--- src/rtl/pipeline_ctrl.sv ---
// -----------------------------------------------------------------------------
// pipeline_ctrl
//
// Front-end stall / flush controller for a five-stage pipeline. It arbitrates
// three events: a multi-cycle EXE operation, a load-use hazard between EXE and
// ID, and a taken branch resolved in ID. A multi-cycle op freezes the front
// end and the EXE stage for MC_CYCLES cycles in total. A load-use hazard
// inserts one bubble into ID_EXE. A taken branch squashes the IF_ID entry.
//
// State table
//   state   | meaning
//   --------+----------------------------------------------------------------
//   RUN     | normal issue; events are arbitrated mc_start > lu > branch_taken
//   MC_WAIT | multi-cycle op in flight; front end and EXE frozen, inputs ignored
//
// Parameters
//   MC_CYCLES          total stall cycles for one multi-cycle op (2..16)
//
// Ports
//   clk                clock, rising edge
//   rst                asynchronous active-high reset
//   id_rs_addr         rs source register of the ID instruction
//   id_rt_addr         rt source register of the ID instruction
//   id_rs_used         ID instruction reads rs
//   id_rt_used         ID instruction reads rt
//   exe_reg_write_addr destination register of the EXE instruction
//   exe_RegWE          EXE instruction writes a register
//   exe_is_load        EXE instruction is a memory load
//   mc_start           one-cycle pulse: multi-cycle op is in EXE
//   branch_taken       branch resolved in ID redirects the PC
//   pc_we              PC write enable
//   if_id_we           IF_ID write enable
//   if_id_flush        IF_ID loads a bubble
//   id_exe_pause       ID_EXE loads its default bubble
//   exe_hold           EXE stage and ID_EXE contents frozen
//   busy               controller is in MC_WAIT
//   stall_cycles       saturating count of clock edges with pc_we low
// -----------------------------------------------------------------------------
module pipeline_ctrl #(
    parameter int MC_CYCLES = 8
) (
    input  logic        clk,
    input  logic        rst,
    input  logic [4:0]  id_rs_addr,
    input  logic [4:0]  id_rt_addr,
    input  logic        id_rs_used,
    input  logic        id_rt_used,
    input  logic [4:0]  exe_reg_write_addr,
    input  logic        exe_RegWE,
    input  logic        exe_is_load,
    input  logic        mc_start,
    input  logic        branch_taken,
    output logic        pc_we,
    output logic        if_id_we,
    output logic        if_id_flush,
    output logic        id_exe_pause,
    output logic        exe_hold,
    output logic        busy,
    output logic [15:0] stall_cycles
);

    typedef enum logic [0:0] {
        RUN     = 1'b0,
        MC_WAIT = 1'b1
    } state_t;

    // The mc_start cycle is one stall cycle and MC_WAIT lasts cnt_load+1
    // cycles, so loading MC_CYCLES-2 gives exactly MC_CYCLES stalled cycles.
    localparam logic [3:0] CNT_LOAD = 4'(MC_CYCLES - 2);

    state_t     state;
    state_t     state_nxt;
    logic [3:0] cnt;
    logic [3:0] cnt_nxt;
    logic       lu;
    logic       rs_hit;
    logic       rt_hit;

    // Load-use hazard: a load in EXE writing a non-zero register that the ID
    // instruction actually reads. r0 is hard-wired zero and never hazards.
    assign rs_hit = id_rs_used && (id_rs_addr == exe_reg_write_addr);
    assign rt_hit = id_rt_used && (id_rt_addr == exe_reg_write_addr);
    assign lu     = exe_is_load && exe_RegWE && (exe_reg_write_addr != 5'd0)
                    && (rs_hit || rt_hit);

    always_ff @(posedge clk or posedge rst) begin
        if (rst) begin
            state <= RUN;
            cnt   <= 4'd0;
        end else begin
            state <= state_nxt;
            cnt   <= cnt_nxt;
        end
    end

    always_comb begin
        state_nxt    = state;
        cnt_nxt      = cnt;
        pc_we        = 1'b1;
        if_id_we     = 1'b1;
        if_id_flush  = 1'b0;
        id_exe_pause = 1'b0;
        exe_hold     = 1'b0;
        busy         = 1'b0;

        if (rst) begin
            // Outputs are forced while reset is held, independent of state.
            state_nxt    = RUN;
            cnt_nxt      = 4'd0;
            pc_we        = 1'b0;
            if_id_we     = 1'b0;
            if_id_flush  = 1'b1;
            id_exe_pause = 1'b1;
        end else begin
            unique case (state)
                RUN: begin
                    if (mc_start) begin
                        pc_we     = 1'b0;
                        if_id_we  = 1'b0;
                        exe_hold  = 1'b1;
                        state_nxt = MC_WAIT;
                        cnt_nxt   = CNT_LOAD;
                    end else if (lu) begin
                        pc_we        = 1'b0;
                        if_id_we     = 1'b0;
                        id_exe_pause = 1'b1;
                    end else if (branch_taken) begin
                        if_id_flush = 1'b1;
                    end
                end
                MC_WAIT: begin
                    pc_we    = 1'b0;
                    if_id_we = 1'b0;
                    exe_hold = 1'b1;
                    busy     = 1'b1;
                    if (cnt == 4'd0) begin
                        state_nxt = RUN;
                    end else begin
                        cnt_nxt = cnt - 4'd1;
                    end
                end
                default: begin
                    state_nxt = RUN;
                    cnt_nxt   = 4'd0;
                end
            endcase
        end
    end

    always_ff @(posedge clk or posedge rst) begin
        if (rst) begin
            stall_cycles <= 16'd0;
        end else if (!pc_we && (stall_cycles != 16'hFFFF)) begin
            stall_cycles <= stall_cycles + 16'd1;
        end
    end

endmodule

--- config.mk ---
export PLATFORM = sky130hd
export DESIGN_NAME = pipeline_ctrl
export DESIGN_NICKNAME = d
export VERILOG_FILES = /design/src/rtl/pipeline_ctrl.sv
export SDC_FILE = /design/constraint.sdc
export NUM_CORES = 1
export LEC_CHECK = 0
export CORE_UTILIZATION = 44
export DETAILED_ROUTE_END_ITERATION = 10
export PLACE_DENSITY = 0.9
export SLEW_MARGIN = 20
export SYNTH_ARGS = -nofsm -noshare
export SYNTH_HDL_FRONTEND = slang
export SYNTH_SLANG_ARGS = --single-unit
--- constraint.sdc ---
create_clock -name clk -period 3.3 [get_ports clk]
set_clock_uncertainty 0.15 [all_clocks]
set_input_delay 0.99 -clock clk [delete_from_list [all_inputs] [get_ports clk]]
set_output_delay 0.99 -clock clk [all_outputs]
set_load 0.05 [all_outputs]
---- Word level (Yosys, flattened, before mapping) ----
Index checks and enable logic that the tools add are counted.
word-level totals
  register bits ........................... 21
  bits of input ports ..................... 23
  output and inout bits ................... 22
  logic and storage cells ................. 47
cells by class
  $add $sub $neg .......................... 2
  eq/ne operators ......................... 5
  multiplexer cells ....................... 25
  bitwise gates (word level) .............. 1
  reduce and logical (&&, ||, !) cells .... 11
operators with widths
  operator               number
  $mux 1                 18
  $add 16x1->16 const B  1
  $ne 16x16->1 const B   1
  $mux 4                 3
  $eq 5x5->1             2
  $pmux 4 s2             1
  $logic_and 1x1->1      6
  $ne 3x3->1 const B     2
  $pmux 1 s2             3
  $reduce_bool 5->1      1
  $logic_not 4->1        1
  $sub 4x1->4 const B    1
  $reduce_and 2->1       1
  $logic_not 1->1        1
  $logic_or 1x1->1       1
  $not 1->1              1

---- Depth between registers and ports, before layout ----
Gate-level depths: netlist of the first run.
  depth after elaboration ................. 10
  depth in mapped cells ................... 8
  mapped depth without buffers ............ 7

---- Worst setup path after synthesis of the first run ----
OpenSTA, ideal clock, no wires.
  path type ............................... input to output
  start point ............................. in rst
  end point ............................... out pc_we
  data arrival time ....................... 3061 ps
  required time ........................... 2160 ps
  path slack .............................. -901 ps
  stages .................................. 5
  path buffers ............................ 2
  cell sequence ........................... buf_2 -> inv_1 -> nand2_1 -> a21oi_1 -> buf_4
on the way
  cells in the longest elaborated chain, start to end .. 1
RTL lines
  what                line  RTL
  start: declaration  43    input logic rst,
  $mux 1              --
  end: declaration    53    output logic pc_we,
No other way between the ends.

---- Worst setup path in the final report of the first run ----
  start point ............................. in exe_reg_write_addr[1]
  end point ............................... out if_id_we
on the way
  cells in the longest elaborated chain, start to end .. 8
  elaborated cells between the ends (all ways) .. 12
  classes of those cells .................. eq/ne (2); mux (4); reduce/logical (6)
RTL lines
  what                                  line    RTL
  start: declaration                    48      input logic [4:0] exe_reg_write_addr,
  $eq 5x5->1 (on tied branches)         81, 82
  $logic_and 1x1->1 (on tied branches)  81, 82
  $logic_or 1x1->1                      84      && (rs_hit || rt_hit);
  $logic_and 1x1->1 *                   84
  $mux 1 *                              123     end else if (lu) begin
  $mux 1 *                              117     if (mc_start) begin
  $pmux 1 s2 *                          115     unique case (state)
  $mux 1 *                              106     if (rst) begin
  end: declaration                      54      output logic if_id_we,
Mark *: on every way between the ends. The rest lies on a longest branch, timed or not.

==> metrics.txt, run 1 <==
wire per inst=21.68 µm; initial core utilization=47.90%; worst path arrival time=2.32 ns; initial DRC count=44; largest net degree at the start of global routing=19; Ant. Diodes=0; Ys Warns=0; crit end category=output pin; Setup CP Type=in2out; nets=243; max-slew violation count=0; later-pin clock latency in the skew report=0.32 ns; CP max FO=3; antenna violations before repair=0; antenna-violating nets left=0; IO buf count=44; sequential fraction of the synthesis area=42.73%; Final WS setup=-0.1630 ns; Top Ports=45; DRC viols=0; Mapped Cells=129; max layer used=met4; htree depth=1; final period utilization=104.9%; FF+latch count, synth=21; Die Ht=54.87 µm; cell mode on critical path=buf_6; slew margin rel.=65.31%; status=finished, violations left; largest vdd supply drop=0.0007495 V; Final GP Congestion=0.7946; slowest cell on the critical path=or3_4; GRT Total Usage=34.61%; Cell Pwr Density=520.0 nW/µm²; Leakage=1.030 nW; CTS max path bufs=2; Inst Count DP=221; Die W=54.87 µm; Worst Path Required=2.16 ns; cell area after synthesis=1230 µm²; maximum clock frequency=288.8 MHz; Clock Sinks=21; Final HPWL DP=2.688 mm; layout cells sized above 1=41.01%; Clock Pin Slew Worst Setup and Hold Paths=0.11 ns; drt via density=5.879; CP startpoint kind=primary input; min Tclk post-route=3.463 ns; metal2 WL=2.808 mm; GRT overflow=0; Root Buffer=clkbuf_4; Final Total Pwr=1.161 mW; DRT met1 WL=2.006 mm; worst-path cell chain=buf_6 > or3_4 > o311a_4 > buf_6 > a21oi_4 > buf_6; failing checks=setup timing; Final Hold Vio Count=0; Pre-Repair DR Iteration Count=4; Synthesized Nets=154; CTS tree=yes; setup violators final=4; RSZ-0062 raised after global routing=yes; CTS buffer count=3; library cells used by synthesis=34; Syn Area/Cell=9.534 µm²; total number of vias=1,452; min-delay worst type=reg2reg; Finished Layout Cells=247; area delta synth->final=81.49%; first-pass GRT wire length=6.975 mm; slowest stage delay, CP=0.39 ns; met3 wire len=317 µm; Row Count=18; vias in the first global route=1,413; core area=2567 µm²; total wire length=5.355 mm; DIE AREA=3011 µm²; max_cap viols=0; CTS Hold Bufs=0; Slew @ Worst Pin=0.5188 ns
[synth_stat cells (all sizes together)]
| cell | instances | share of area [%] |
|---|---|---|
| dfrtp | 21 | 43 |
| o31ai | 1 | 0.61 |
| a22oi | 1 | 0.61 |
| and3 | 1 | 0.51 |
| a311oi | 1 | 0.71 |
| xnor2 | 16 | 11 |
| a21o | 1 | 0.61 |
| o21ai | 1 | 0.41 |
| o22ai | 1 | 0.51 |
| and4 | 1 | 0.71 |
| o311a | 1 | 0.81 |
| nor2 | 10 | 3.1 |
| nand2b | 1 | 0.51 |
| mux2 | 1 | 1.2 |
| inv | 6 | 1.8 |
| a21oi | 4 | 1.6 |
| nand4 | 4 | 2.0 |
| buf | 4 | 2.3 |
| o22a | 1 | 0.71 |
| ha | 2 | 2.0 |
| nor3 | 10 | 4.9 |
| nor4b | 1 | 1.2 |
| or3 | 3 | 1.5 |
| nor4 | 2 | 1.0 |
| or3b | 1 | 0.71 |
| xor2 | 9 | 6.4 |
| o221ai | 1 | 0.71 |
| nand3 | 9 | 3.7 |
| nand2 | 12 | 3.9 |
| nor2b | 2 | 1.0 |
[layout by cell type (no fill, tap or decap), types with 8 or more instances in the layout]
cell type        netlist  layout
clkdlybuf4s50_1        0      21
nand3_1                9       8
xor2_1                 9       9
xnor2_1               16       9
nand2_1               11       8
buf_6                  1       8
buf_4                  1      40
nor2_1                10      10
dfrtp_1               21      21
[worst max-delay path: cells and delay by family]
kind                   cells  cell delay [ns]
AO/OA/AOI/OAI              2             0.52
AND/OR/NAND/NOR            1             0.39
buffers and inverters      3             0.41
[flip-flops by register name, summed over array words and instances (netlist names)]
signal / count
stall_cycles: 16
cnt: 4
state: 1
[kinds of logic after synthesis]
logic type	Yosys count	synth area share, %
and+or+nand+nor	57	24.72
xor gates and xnor gates	25	17.80
DFF	21	42.73
AOI/OAI and AO/OA	13	7.326
buffers and inverters	10	4.171
adders and majority gates	2	2.034
muxes	1	1.220
[per-stage QoR]
step	TNS, ns	hold WS, ns	setup slack, ns	area (µm²)	util, %
after floorplan	-0.1491	0.3731	-0.1491	1276	-
after global placement	-1.883	0.3325	-0.4872	1922	74.85
after detailed placement	-2.245	0.3246	-0.5416	1922	74.85
after CTS	-0.5519	0.3478	-0.1930	2121	82.60
after global routing	-0.5860	0.4117	-0.1757	2232	86.94
final	-0.4868	0.3889	-0.1630	2232	86.94
[timing repair]
| action | in CTS | in global routing |
|---|---|---|
| gates resized for setup | 53 | 20 |
| buffers inserted | 18 | 4 |
| endpoints found under the setup margin | 4 | 10 |
| pin swaps | 22 | 9 |
[metal layers]
layer	up-vias	global-route usage (%)
met2	80	62.25
met3	23	7.222
met1	727	39.69
li1	622	-
met4	0	12.39
met5	-	0
[final cells by class]
| type | instances | area [µm²] |
|---|---|---|
| inverters | 6 | 26.28 |
| multi-input cells | 98 | 828.3 |
| fillers | 115 | 335.3 |
| repair buffers | 88 | 788.3 |
| flip-flops and latches | 21 | 525.5 |
| clock buffers | 4 | 26.28 |
| well taps | 30 | 37.54 |
[final timing paths]
path	slack (ns)	endpoint	cells after the start	start
worst min register to register	0.39	stall_cycles[9]$_DFFE_PP0P_	1	stall_cycles[9]$_DFFE_PP0P_
worst max register to register	0.68	stall_cycles[3]$_DFFE_PP0P_	9	stall_cycles[0]$_DFFE_PP0P_
worst max-delay path	-0.16	if_id_we	6	exe_reg_write_addr[1]
worst min-delay path	0.39	stall_cycles[9]$_DFFE_PP0P_	1	stall_cycles[9]$_DFFE_PP0P_
min in group asynchronous	0.94	state$_DFF_PP0_	3	rst
max in group asynchronous	1.81	cnt[3]$_DFFE_PP0P_	3	rst
[where the power goes]
group / switching (mW) / internal [mW]
clock: 0.0821 / 0.0473
combinational: 0.379 / 0.252
sequential: 0.0869 / 0.313
Note: power is estimated with default switching activity, not from simulation.
==> run 2, diff against run 1 <==
--- a/config.mk
+++ b/config.mk
@@ -5,9 +5,11 @@
 export SDC_FILE = /design/constraint.sdc
 export NUM_CORES = 1
 export LEC_CHECK = 0
+export CAP_MARGIN = 10
 export CORE_UTILIZATION = 44
 export DETAILED_ROUTE_END_ITERATION = 10
 export PLACE_DENSITY = 0.9
+export SKIP_CTS_REPAIR_TIMING = 1
 export SLEW_MARGIN = 20
 export SYNTH_ARGS = -nofsm -noshare
 export SYNTH_HDL_FRONTEND = slang
==> metrics.txt, run 2 (same netlist as run 1, synthesis figures left out) <==
failing checks=setup timing; Clock Pin Slew Worst Setup and Hold Paths=0.11 ns; maximum clock frequency=280.9 MHz; final setup TNS=-0.7361 ns; slowest stage delay, CP=0.41 ns; worst-path cell chain=buf_6 > or3_1 > o311a_1 > buf_6 > a21oi_4 > buf_6; CP startpoint kind=primary input; Slew @ Worst Pin=0.5216 ns; Largest register FFs=16; largest net degree at the start of global routing=19; Pre-Repair DR Iteration Count=4; crit path buf inv count=3; Sequential Power Share=36.1%; initial core utilization=47.90%; DRC viols=0; GRT overflow=0; DIE AREA=3011 µm²; biggest regs=stall_cycles: 16 flops, cnt: 4 flops, state: 1 flops; CTS buffer count=3; Setup CP Type=in2out; CTS max path bufs=2; Top Ports=45; area delta synth->final=65.82%; antenna violations before repair=0; largest register by flop count=stall_cycles; first-pass GRT wire length=5.257 mm; slowest cell on the critical path=o311a_1; GRT Total Usage=25.28%; wire per inst=17.37 µm; Final GP Congestion=0.7946; drt via density=5.616; RSZ-0062 raised after global routing=yes; worst slack at placement=-0.5416 ns; final period utilization=107.9%; total wire length=3.977 mm; Worst Path Required=2.16 ns; Die Ht=54.87 µm; Final Hold Vio Count=0; status=finished, violations left; Final WS setup=-0.2603 ns; nets=225; Ant. Diodes=0; Final HPWL DP=2.688 mm; post-route cell area=2039 µm²; CP max FO=5; vias in the first global route=1,252; min-delay worst type=reg2reg; switching portion of total power=45.93%; max-slew violation count=0; Cell Pwr Density=534.4 nW/µm²; Logic pwr share=52.5%; crit end category=output pin; critical path's top delay family=compound AO/OA/AOI/OAI gates; antenna-violating nets left=0; cell mode on critical path=buf_6; layout cells sized above 1=31.16%; Leakage=0.9940 nW; initial DRC count=40; later-pin clock latency in the skew report=0.31 ns; commonest non-fill, non-tap cell in the layout=buf_4; clock power share=11.4%; Row Count=18; slew margin rel.=65.12%; total number of vias=1,286; IO buf count=44; setup violators final=4; P_int=0.5893 mW; commonest cells after routing, fill and taps aside=buf_4 (22), dfrtp_1 (21), clkdlybuf4s50_1 (19), xnor2_1 (12); min Tclk post-route=3.560 ns; Root Buffer=clkbuf_4; Die W=54.87 µm; max_cap viols=0; core area=2567 µm²; worst path arrival time=2.42 ns; htree depth=1; Sw Pwr=0.5006 mW; CTS tree=yes; flop-to-flop setup slack=0.93 ns; Clock Sinks=21; largest vdd supply drop=0.0007064 V; Post-DP Area=1922 µm²
## run 2: path summary, 6_finish.rpt
kind,from,endpoint,depth (start not counted)
max,exe_reg_write_addr[1],pc_we,6
max in group asynchronous,rst,cnt[3]$_DFFE_PP0P_,3
min reg2reg,stall_cycles[14]$_DFFE_PP0P_,stall_cycles[14]$_DFFE_PP0P_,1
max reg2reg,stall_cycles[0]$_DFFE_PP0P_,stall_cycles[7]$_DFFE_PP0P_,8
min in group asynchronous,rst,state$_DFF_PP0_,3
min,stall_cycles[14]$_DFFE_PP0P_,stall_cycles[14]$_DFFE_PP0P_,1
## run 2: layer usage
metal / GRT usage [%] / share of wire (%) / wire [µm]
met1: 25.99 / 40 / 1582
met2: 47.99 / 53 / 2112
met3: 7.778 / 3.9 / 154
met4: 7.265 / 3.2 / 127
met5: 0 / 0 / 0
## run 2: area by class of cell
cell class | count | area (µm²)
clock buffers | 4 | 26.28
flip-flops and latches | 21 | 525.5
multi-input cells | 98 | 734.5
fillers | 157 | 528.0
repair buffers | 70 | 689.4
inverters | 6 | 26.28
well taps | 30 | 37.54
## run 2: per-stage QoR
stage / hold WS (ns) / cells / total power, mW / util (%)
after global routing: 0.3578 / 229 / 1.140 / 79.43
after floorplan: 0.3731 / 129 / 0.7289 / -
final: 0.3473 / 229 / 1.090 / 79.43
after detailed placement: 0.3246 / 221 / 0.9480 / 74.85
after global placement: 0.3325 / 221 / 0.9226 / 74.85
after CTS: 0.3478 / 225 / 1.077 / 75.88
## run 2: power by group through the flow
| stage | sequential [mW] | clock [mW] | combinational [mW] |
|---|---|---|---|
| 2_1_floorplan | 0.546 | 0 | 0.183 |
| 3_3_place_gp | 0.385 | 0 | 0.538 |
| 3_5_place_dp | 0.391 | 0 | 0.557 |
| 4_1_cts | 0.388 | 0.128 | 0.561 |
| 5_1_grt | 0.399 | 0.134 | 0.606 |
| 6_report | 0.393 | 0.125 | 0.572 |
## run 2: worst register-to-register path, delay by kind of cell, from the launching register on
family / cells / cell delay, ns
AND/OR/NAND/NOR: 4 / 0.84
flip-flops: 1 / 0.44
adder cells (fa/ha/maj): 1 / 0.27
AO/OA/AOI/OAI: 1 / 0.24
XOR/XNOR: 1 / 0.16
buffers and inverters: 1 / 0.15
